$ cat src/rtl/nmr_alu_pkg.sv
// Shared definitions for the N-modular-redundant ALU: alucont encodings,
// a population-count helper and the mismatch-counter width function.
package nmr_alu_pkg;

  localparam logic [2:0] ALU_AND = 3'b000;
  localparam logic [2:0] ALU_OR  = 3'b001;
  localparam logic [2:0] ALU_ADD = 3'b010;
  localparam logic [2:0] ALU_SUB = 3'b110;
  localparam logic [2:0] ALU_SLT = 3'b111;

  // Number of set bits; callers zero-extend narrower vectors to 32 bits.
  function automatic int popcount(input logic [31:0] v);
    int c;
    c = 0;
    for (int i = 0; i < 32; i++) begin
      if (v[i]) c = c + 1;
    end
    return c;
  endfunction

  // Bits needed to hold a counter that saturates at thresh.
  function automatic int cnt_width(input int thresh);
    return $clog2(thresh + 1);
  endfunction

endpackage

$ cat src/rtl/nmr_alu_core.sv
// One combinational ALU replica. bit2 of alucont inverts b with carry-in 1
// for SUM/SLT; the logic ops always see the unmodified b, so codes 100/101
// behave as AND/OR.
module nmr_alu_core
  import nmr_alu_pkg::*;
#(
  parameter int WIDTH = 32
) (
  input  logic [WIDTH-1:0] a,
  input  logic [WIDTH-1:0] b,
  input  logic [2:0]       alucont,
  output logic [WIDTH-1:0] y
);

  logic [WIDTH-1:0] b_mod;
  logic [WIDTH-1:0] sum;

  // Adder path shared by ADD, SUB and SLT, then result select.
  always_comb begin
    b_mod = alucont[2] ? ~b : b;
    sum   = a + b_mod + {{(WIDTH-1){1'b0}}, alucont[2]};
    case (alucont)
      ALU_AND, 3'b100: y = a & b;
      ALU_OR,  3'b101: y = a | b;
      ALU_ADD, ALU_SUB: y = sum;
      default:          y = {{(WIDTH-1){1'b0}}, sum[WIDTH-1]};
    endcase
  end

endmodule

$ cat src/rtl/nmr_alu_voter.sv
// Registered N-modular-redundant ALU: N replicas, bitwise majority vote over
// the replicas still in service, per-replica saturating mismatch counters
// with retirement, and one valid/ready output stage.
// Optional feature macro: NMR_ALU_FAULT_INJECT_EN adds inj_sel/inj_bits,
// which XOR selected replica outputs before voting.
module nmr_alu_voter
  import nmr_alu_pkg::*;
#(
  parameter int WIDTH        = 32,
  parameter int N            = 5,
  parameter int FAULT_THRESH = 2
) (
  input  logic             clk,
  input  logic             reset,
  input  logic             in_valid,
  output logic             in_ready,
  input  logic [WIDTH-1:0] a,
  input  logic [WIDTH-1:0] b,
  input  logic [2:0]       alucont,
  input  logic             clear_faults,
`ifdef NMR_ALU_FAULT_INJECT_EN
  input  logic [N-1:0]     inj_sel,
  input  logic [WIDTH-1:0] inj_bits,
`endif
  output logic             out_valid,
  input  logic             out_ready,
  output logic [WIDTH-1:0] result,
  output logic             zero,
  output logic [N-1:0]     fault_mask,
  output logic             degraded,
  output logic             uncorrectable
);

  localparam int            CW     = cnt_width(FAULT_THRESH);
  localparam logic [CW-1:0] THRESH = CW'(FAULT_THRESH);

  logic [WIDTH-1:0] core_y [N];
  logic [WIDTH-1:0] rep_y  [N];

  for (genvar gi = 0; gi < N; gi++) begin : g_rep
    nmr_alu_core #(.WIDTH(WIDTH)) u_core (
      .a       (a),
      .b       (b),
      .alucont (alucont),
      .y       (core_y[gi])
    );
`ifdef NMR_ALU_FAULT_INJECT_EN
    assign rep_y[gi] = inj_sel[gi] ? (core_y[gi] ^ inj_bits) : core_y[gi];
`else
    assign rep_y[gi] = core_y[gi];
`endif
  end

  logic [N-1:0]     enabled;
  int               k_en;
  logic [WIDTH-1:0] voted;
  logic             tie;
  logic [N-1:0]     mismatch;
  logic             accept;

  assign enabled  = ~fault_mask;
  assign k_en     = popcount(32'(enabled));
  assign in_ready = ~out_valid | out_ready;
  assign accept   = in_valid & in_ready;

  // Bitwise majority over enabled replicas; a tie resolves to 0 and is flagged.
  always_comb begin
    int ones;
    // NOTE: every combinational output gets a default first so no path leaves it unassigned (no latch).
    voted    = '0;
    tie      = 1'b0;
    mismatch = '0;
    ones     = 0;
    for (int j = 0; j < WIDTH; j++) begin
      ones = 0;
      for (int i = 0; i < N; i++) begin
        if (enabled[i] && rep_y[i][j]) ones = ones + 1;
      end
      voted[j] = (2 * ones > k_en);
      if (2 * ones == k_en) tie = 1'b1;
    end
    for (int i = 0; i < N; i++) begin
      mismatch[i] = enabled[i] && (rep_y[i] != voted);
    end
  end

  logic [CW-1:0] cnt_q [N];
  logic [CW-1:0] cnt_d [N];
  logic [N-1:0]  retire_cand;
  logic [N-1:0]  retire;
  logic [N-1:0]  mask_d;
  logic [N-1:0]  en_d;

  // Next counter values and retirement set; never retire the last replica.
  always_comb begin
    retire_cand = '0;
    for (int i = 0; i < N; i++) begin
      cnt_d[i] = cnt_q[i];
      if (accept && enabled[i]) begin
        if (mismatch[i]) cnt_d[i] = (cnt_q[i] == THRESH) ? cnt_q[i] : cnt_q[i] + CW'(1);
        else             cnt_d[i] = '0;
      end
      retire_cand[i] = accept && enabled[i] && (cnt_d[i] == THRESH);
    end
    retire = retire_cand;
    if (retire_cand != '0 && retire_cand == enabled) begin
      // Keep the lowest-index candidate in service.
      retire = retire_cand & ~(retire_cand & (~retire_cand + N'(1)));
    end
    mask_d = clear_faults ? '0 : (fault_mask | retire);
    en_d   = ~mask_d;
  end

  // Fault bookkeeping: counters, sticky fault mask and the degraded flag.
  always_ff @(posedge clk) begin
    if (!reset) begin
      fault_mask <= '0;
      degraded   <= 1'b0;
      // NOTE: the counter array is reset explicitly; stale counts would retire healthy replicas.
      for (int i = 0; i < N; i++) cnt_q[i] <= '0;
    end else begin
      // NOTE: sequential state uses non-blocking assignment so all registers update together.
      fault_mask <= mask_d;
      degraded   <= (popcount(32'(en_d)) < 3);
      for (int i = 0; i < N; i++) cnt_q[i] <= clear_faults ? '0 : cnt_d[i];
    end
  end

  // Output stage: capture on accept, hold while the consumer stalls.
  always_ff @(posedge clk) begin
    if (!reset) begin
      out_valid     <= 1'b0;
      result        <= '0;
      zero          <= 1'b1;
      uncorrectable <= 1'b0;
    end else if (accept) begin
      out_valid     <= 1'b1;
      result        <= voted;
      zero          <= (voted == '0);
      uncorrectable <= tie;
    end else if (out_ready) begin
      out_valid     <= 1'b0;
    end
  end

endmodule
$ cat config.mk
export PLATFORM = sky130hd
export DESIGN_NAME = nmr_alu_voter
export DESIGN_NICKNAME = d
export VERILOG_FILES = /design/src/rtl/nmr_alu_pkg.sv /design/src/rtl/nmr_alu_core.sv /design/src/rtl/nmr_alu_voter.sv
export SDC_FILE = /design/constraint.sdc
export NUM_CORES = 1
export LEC_CHECK = 0
export CORE_MARGIN = 1
export CORE_UTILIZATION = 35
export CTS_CLUSTER_SIZE = 28
export DETAILED_ROUTE_END_ITERATION = 12
export GPL_TIMING_DRIVEN = 0
export SETUP_SLACK_MARGIN = 0.1
export SYNTH_ARGS = -nofsm -noshare
export SYNTH_HDL_FRONTEND = slang
export SYNTH_SLANG_ARGS = --single-unit
$ cat constraint.sdc
create_clock -name clk -period 25.7 [get_ports clk]
set_input_delay 7.71 -clock clk [delete_from_list [all_inputs] [get_ports clk]]
set_output_delay 7.71 -clock clk [all_outputs]
set_load 0.05 [all_outputs]
==> results.sh, run 1 <==
export IMPL_status="finished, violations left"
export IMPL_violations="capacitance limit, slew limit"
export IMPL_firstDrtPassIters=5
export IMPL_wl_per_cell_um=20.8
export IMPL_grt_use_total=0.269
export IMPL_fin_setup_tns_ns=0
export IMPL_ff_latch_area_um2=1020
export IMPL_tightestPinTransition_ns=1.53
export IMPL_clkTransAtPathRegs_ns=0.08
export IMPL_ys_warn_count=0
export IMPL_cts_resized=0
export IMPL_grt_overflow_total=0
export IMPL_synthCells=2188
export IMPL_finalMaxSlewViolations=7
export IMPL_multi_input_area_um2=13500
export IMPL_max_vdd_ir_drop_v=0.0000300
export IMPL_nFillCells=4485
export IMPL_antenna_found_initial=1
export IMPL_mostFrequentLayoutCells="289 x ha_1, 263 x nor2_1, 210 x a21oi_1"
export IMPL_drc_errors=0
export IMPL_hpwl_mm=48.6
export IMPL_synthesis_area_um2=15400
export IMPL_required_ns=25.92
export IMPL_setup_viol=0
export IMPL_slowest_stage="buf_1"
export IMPL_cts_path_max_buffers=2
export IMPL_yosysSeqAreaShare=0.0662
export IMPL_synth_area_per_cell_um2=7.05
export IMPL_via_per_inst=5.80
export IMPL_initialDrtViolationCount=1647
export IMPL_r2r_slack_ns=14.86
export IMPL_arrival_ns=19.70
export IMPL_rsz0062_at_grt="no"
export IMPL_path_class="in2reg"
export IMPL_root_buffer="clkbuf_16"
export IMPL_io_pins=114
export IMPL_vias=17000
export IMPL_cts_sinks=51
export IMPL_cts_buffers=5
export IMPL_r2r_cells=38
export IMPL_ys_seq_elements=51
export IMPL_end_kind="flop"
export IMPL_holdCritPathClass="reg2reg"
export IMPL_post_cts_hold_buffer_count=0
export IMPL_grt_start_max_net_pins=19
export IMPL_drive_above_1_share=0.0576
export IMPL_maxCapViolCount=1
export IMPL_cts_setup_buffers=0
export IMPL_synth_flop_cell="dfxtp_1"
export IMPL_max_stage_delay_ns=0.84
export IMPL_syn_to_final_growth_pct=14.6
export IMPL_htreeDepth=2
export IMPL_async_flop_share=0
export IMPL_slew_headroom=-0.0249
export IMPL_core_um2=43300
export IMPL_synth_edf_count=0
export IMPL_skew_ns=0.0113
export IMPL_cp_max_fo=10
export IMPL_final_common_cell="ha_1"
export IMPL_die_area_um2=44900
export IMPL_fp_dieH_um=212
export IMPL_routed_wl_mm=61.1
export IMPL_hold_viol=0
export IMPL_finalCriticalPeriod_ns=19.48
export IMPL_place_ws_ns=6.12
export IMPL_drtAntennaViolNets=0
export IMPL_io_buffers=112
export IMPL_clk_latency_ns=0.30
export IMPL_min_path_cells=2
export IMPL_max_freq_mhz=51.3
export IMPL_tritoncts="yes"
export IMPL_start_kind="input pin"
export IMPL_path_common_cell="ha_1"
export IMPL_nets=2706
export IMPL_n_antenna_cell=0
export IMPL_period_share=0.758
export IMPL_gp_congestion=0.981
export IMPL_grt_pass1_wl_mm=93.5
export IMPL_initial_core_util=0.357
export IMPL_grt_pass1_vias=16600
export IMPL_fin_ws_ns=6.22
export IMPL_num_rows=76
export IMPL_p_leak_nw=7.80
export IMPL_power_density_nw_per_um2=55.7
export IMPL_synth_cell_types=76
export IMPL_fp_dieW_um=212
-- critical path: cells and delay by family --
family | cells | cell delay, ns
xor+xnor | 3 | 0.71
compound gates | 10 | 2.27
buf+inv | 6 | 1.88
mux | 3 | 0.56
fa+ha+maj | 7 | 2.25
simple gates | 16 | 4.34
-- synth_stat cells, types with 13 or more instances --
master / count / area, um^2
nand3_1: 49 / 245
clkbuf_1: 94 / 353
a31oi_1: 14 / 87.6
and4_1: 14 / 123
xnor2_1: 112 / 981
a211oi_1: 16 / 120
mux2_2: 45 / 507
nor3_1: 47 / 235
inv_1: 143 / 537
mux2i_1: 13 / 130
o22ai_1: 34 / 213
a21o_1: 15 / 113
nand4_1: 67 / 419
or2_2: 45 / 282
dfxtp_1: 51 / 1020
ha_1: 289 / 3620
o21ai_0: 107 / 536
nor2_1: 263 / 987
maj3_1: 21 / 210
nand2_1: 157 / 589
a22oi_1: 15 / 113
nand2b_1: 15 / 93.8
and3_1: 25 / 156
o211ai_1: 15 / 113
a21oi_1: 211 / 1060
xor2_1: 100 / 876
-- cells by family (layout without fill, tap and decap cells) --
group,count (synthesis),after routing,share of synthesized area
compound gates,525,525,0.208
simple gates,763,763,0.243
fa+ha+maj,311,311,0.249
mux,58,58,0.0413
flops,51,51,0.0662
xor+xnor,215,215,0.125
other cells,1,32,0.000243
buf+inv,264,390,0.0665
-- where the power goes --
group	switching, mW	internal [mW]	total [mW]
combinational	0.491	0.334	0.825
clock	0.0321	0.0370	0.0690
sequential	0.00440	0.0866	0.0910
-- path summary, 6_finish.rpt --
check,start,to
max,alucont[2],degraded
max reg2reg,fault_mask[2],degraded
min,result[28],result[28]
min reg2reg,result[28],result[28]
-- registers in the layout, indices dropped and copies added (netlist names) --
name	cells
cnt_q	10
fault_mask	5
degraded	1
zero	1
out_valid	1
result	32
uncorrectable	1
-- metal layers --
| layer | share of wire | GRT usage | vias to the layer above | wire, um |
|---|---|---|---|---|
| li1 | - | - | 8129 | - |
| met1 | 0.42 | 0.339 | 8073 | 25900 |
| met2 | 0.46 | 0.458 | 638 | 28200 |
| met3 | 0.068 | 0.0338 | 153 | 4150 |
| met4 | 0.045 | 0.113 | 2 | 2730 |
| met5 | 0.00021 | 0 | - | 13 |
-- per-stage QoR --
| step | hold WS, ns | utilization | power (mW) | cell area (um^2) | std cells |
|---|---|---|---|---|---|
| floorplan | 0.450 | - | 0.688 | 15500 | 2219 |
| global placement | 0.450 | 0.402 | 0.867 | 17400 | 2916 |
| detailed placement | 0.453 | 0.405 | 0.901 | 17500 | 2922 |
| CTS | 0.464 | 0.409 | 0.975 | 17700 | 2930 |
| global route | 0.474 | 0.409 | 1.08 | 17700 | 2930 |
| finish | 0.465 | 0.409 | 0.985 | 17700 | 2930 |
-- cell type report --
| cell class | count | share of cell area |
|---|---|---|
| Tap cell | 585 | 0.0414 |
| Inverter | 148 | 0.0314 |
| Buffer | 116 | 0.0266 |
| Sequential cell | 51 | 0.0577 |
| Timing Repair Buffer | 118 | 0.0688 |
| Clock buffer | 5 | 0.00707 |
| Multi-Input combinational cell | 1904 | 0.765 |
| Clock inverter | 3 | 0.00156 |
Note: power is estimated with default switching activity, not from simulation.
==> run 2: changes to the inputs <==
Clock period 25.7 ns to 19.3 ns, I/O delays scaled along.
==> results of run 2 <==
The final DEF is identical to that of run 1. Status: finished, violations left: capacitance limit, slew limit.
Main changes from that run: setup slack after placement 6.12 ns -> 1.64 ns; setup slack after layout 6.22 ns -> 1.74 ns; register-to-register setup slack 14.86 ns -> 8.46 ns; total power 0.985 mW -> 1.31 mW; worst IR drop on VDD 0.0000300 V -> 0.0000400 V
==> run 3: changes to the inputs <==
Settings changed: CTS_CLUSTER_DIAMETER from default to 100, PLACE_DENSITY_LB_ADDON from default to 0.05, SLEW_MARGIN from default to 5.
==> results.sh, run 3 (synthesis gave the netlist of run 1 again) <==
export IMPL_status="finished clean"
export IMPL_initialDrtViolationCount=1207
export IMPL_fp_dieH_um=212
export IMPL_antenna_found_initial=1
export IMPL_syn_to_final_growth_pct=14.9
export IMPL_grt_start_max_net_pins=20
export IMPL_mostFrequentLayoutCells="289 x ha_1, 263 x nor2_1, 210 x a21oi_1"
export IMPL_tightestPinTransition_ns=1.33
export IMPL_finalMaxSlewViolations=0
export IMPL_holdCritPathClass="reg2reg"
export IMPL_grt_use_total=0.285
export IMPL_setup_viol=0
export IMPL_cts_path_max_buffers=2
export IMPL_drtAntennaViolNets=0
export IMPL_p_int_mw=0.608
export IMPL_post_cts_hold_buffer_count=0
export IMPL_root_buffer="clkbuf_16"
export IMPL_path_common_cell="ha_1"
export IMPL_htreeDepth=2
export IMPL_fp_dieW_um=212
export IMPL_nets=2707
export IMPL_drc_errors=0
export IMPL_max_freq_mhz=55.6
export IMPL_max_stage_delay_ns=0.83
export IMPL_start_kind="input pin"
export IMPL_power_frac_clock=0.071
export IMPL_grt_pass1_vias=16200
export IMPL_combinationalPowerShare=0.836
export IMPL_finalCriticalPeriod_ns=17.98
export IMPL_wl_per_cell_um=22.0
export IMPL_num_rows=76
export IMPL_via_per_inst=5.74
export IMPL_fin_ws_ns=1.32
export IMPL_arrival_ns=18.20
export IMPL_final_common_cell="ha_1"
export IMPL_initial_core_util=0.357
export IMPL_r2r_cells=35
export IMPL_power_density_nw_per_um2=74.0
export IMPL_hold_viol=0
export IMPL_grt_overflow_total=0
export IMPL_grt_pass1_wl_mm=96.9
export IMPL_path_class="in2reg"
export IMPL_core_um2=43300
export IMPL_largest_reg_flops=32
export IMPL_maxCapViolCount=0
export IMPL_clk_latency_ns=0.30
export IMPL_reg_largest_list="result x32, cnt_q x10, fault_mask x5"
export IMPL_vias=16800
export IMPL_switching_share=0.537
export IMPL_tritoncts="yes"
export IMPL_firstDrtPassIters=6
export IMPL_place_ws_ns=1.33
export IMPL_slowest_stage="buf_1"
export IMPL_power_frac_seq=0.093
export IMPL_skew_ns=0.0106
export IMPL_slew_headroom=0.107
export IMPL_end_kind="flop"
export IMPL_io_buffers=112
export IMPL_drive_above_1_share=0.0584
export IMPL_fin_setup_tns_ns=0
export IMPL_period_share=0.932
export IMPL_hpwl_mm=51.0
export IMPL_die_area_um2=44900
export IMPL_max_vdd_ir_drop_v=0.0000680
export IMPL_cts_resized=0
export IMPL_rsz0062_at_grt="no"
export IMPL_io_pins=114
export IMPL_clkTransAtPathRegs_ns=0.08
export IMPL_cp_max_fo=10
export IMPL_regMostFlops="result"
export IMPL_gp_congestion=0.919
export IMPL_routed_wl_mm=64.5
export IMPL_cts_sinks=51
export IMPL_min_path_cells=2
export IMPL_required_ns=19.51
export IMPL_p_sw_mw=0.704
export IMPL_p_leak_nw=7.82
export IMPL_cts_setup_buffers=0
export IMPL_cts_buffers=5
run 3: cell types whose count changed in the layout (fill, tap and decap cells not counted):
cell,before,now
buf_16,1,3
buf_6,5,3
buf_12,1,0
buf_4,4,5
buf_8,1,2
diode_2,0,1
nor3_1,47,46
nor3_2,1,2
run 3: per-layer routing:
| metal | up-vias | part of all wire | global-route usage |
|---|---|---|---|
| li1 | 8130 | - | - |
| met1 | 8027 | 0.46 | 0.383 |
| met2 | 556 | 0.45 | 0.468 |
| met3 | 107 | 0.062 | 0.0335 |
| met4 | 0 | 0.034 | 0.0955 |
| met5 | - | 0 | 0 |
run 3: layout make-up:
| cell class | count | area, um^2 |
|---|---|---|
| buffer | 116 | 470 |
| antenna | 1 | 2.50 |
| fill | 4572 | 25500 |
| timing repair buffer | 119 | 1250 |
| clock buffer | 5 | 125 |
| inverter | 148 | 556 |
| multi-input combinational | 1904 | 13500 |
| tap | 585 | 732 |
| clock inverter | 3 | 27.5 |
| sequential | 51 | 1020 |
run 3: metrics by stage:
stage	area (um^2)	total power, mW	hold slack, ns	utilization	instances
2_1_floorplan	15500	0.916	0.450	-	2219
3_3_place_gp	17400	1.17	0.449	0.402	2916
3_5_place_dp	17600	1.20	0.453	0.406	2923
4_1_cts	17700	1.30	0.471	0.410	2931
5_1_grt	17700	1.45	0.489	0.410	2931
6_report	17700	1.31	0.465	0.410	2932
run 3: worst paths after layout:
path	startpoint	to	slack, ns
worst max register to register	fault_mask[2]	degraded	8.46
worst max-delay path	alucont[2]	degraded	1.32
worst min-delay path	result[28]	result[28]	0.47
worst min register to register	result[28]	result[28]	0.47
run 3: power by group through the flow:
stage / Combinational (mW) / Sequential (mW) / Clock (mW)
CTS: 1.08 / 0.121 / 0.0947
global route: 1.23 / 0.123 / 0.0997
floorplan: 0.761 / 0.155 / 0
global placement: 1.05 / 0.124 / 0
finish: 1.10 / 0.121 / 0.0936
detailed placement: 1.08 / 0.123 / 0
run 3: critical path, delay by kind of cell:
| kind | cells | cell delay, ns |
|---|---|---|
| AND/OR/NAND/NOR | 16 | 4.28 |
| AO/OA/AOI/OAI | 10 | 2.58 |
| adder cells (fa/ha/maj) | 7 | 2.23 |
| buffers and inverters | 6 | 2.05 |
| XOR/XNOR | 3 | 0.68 |
| multiplexers | 3 | 0.55 |
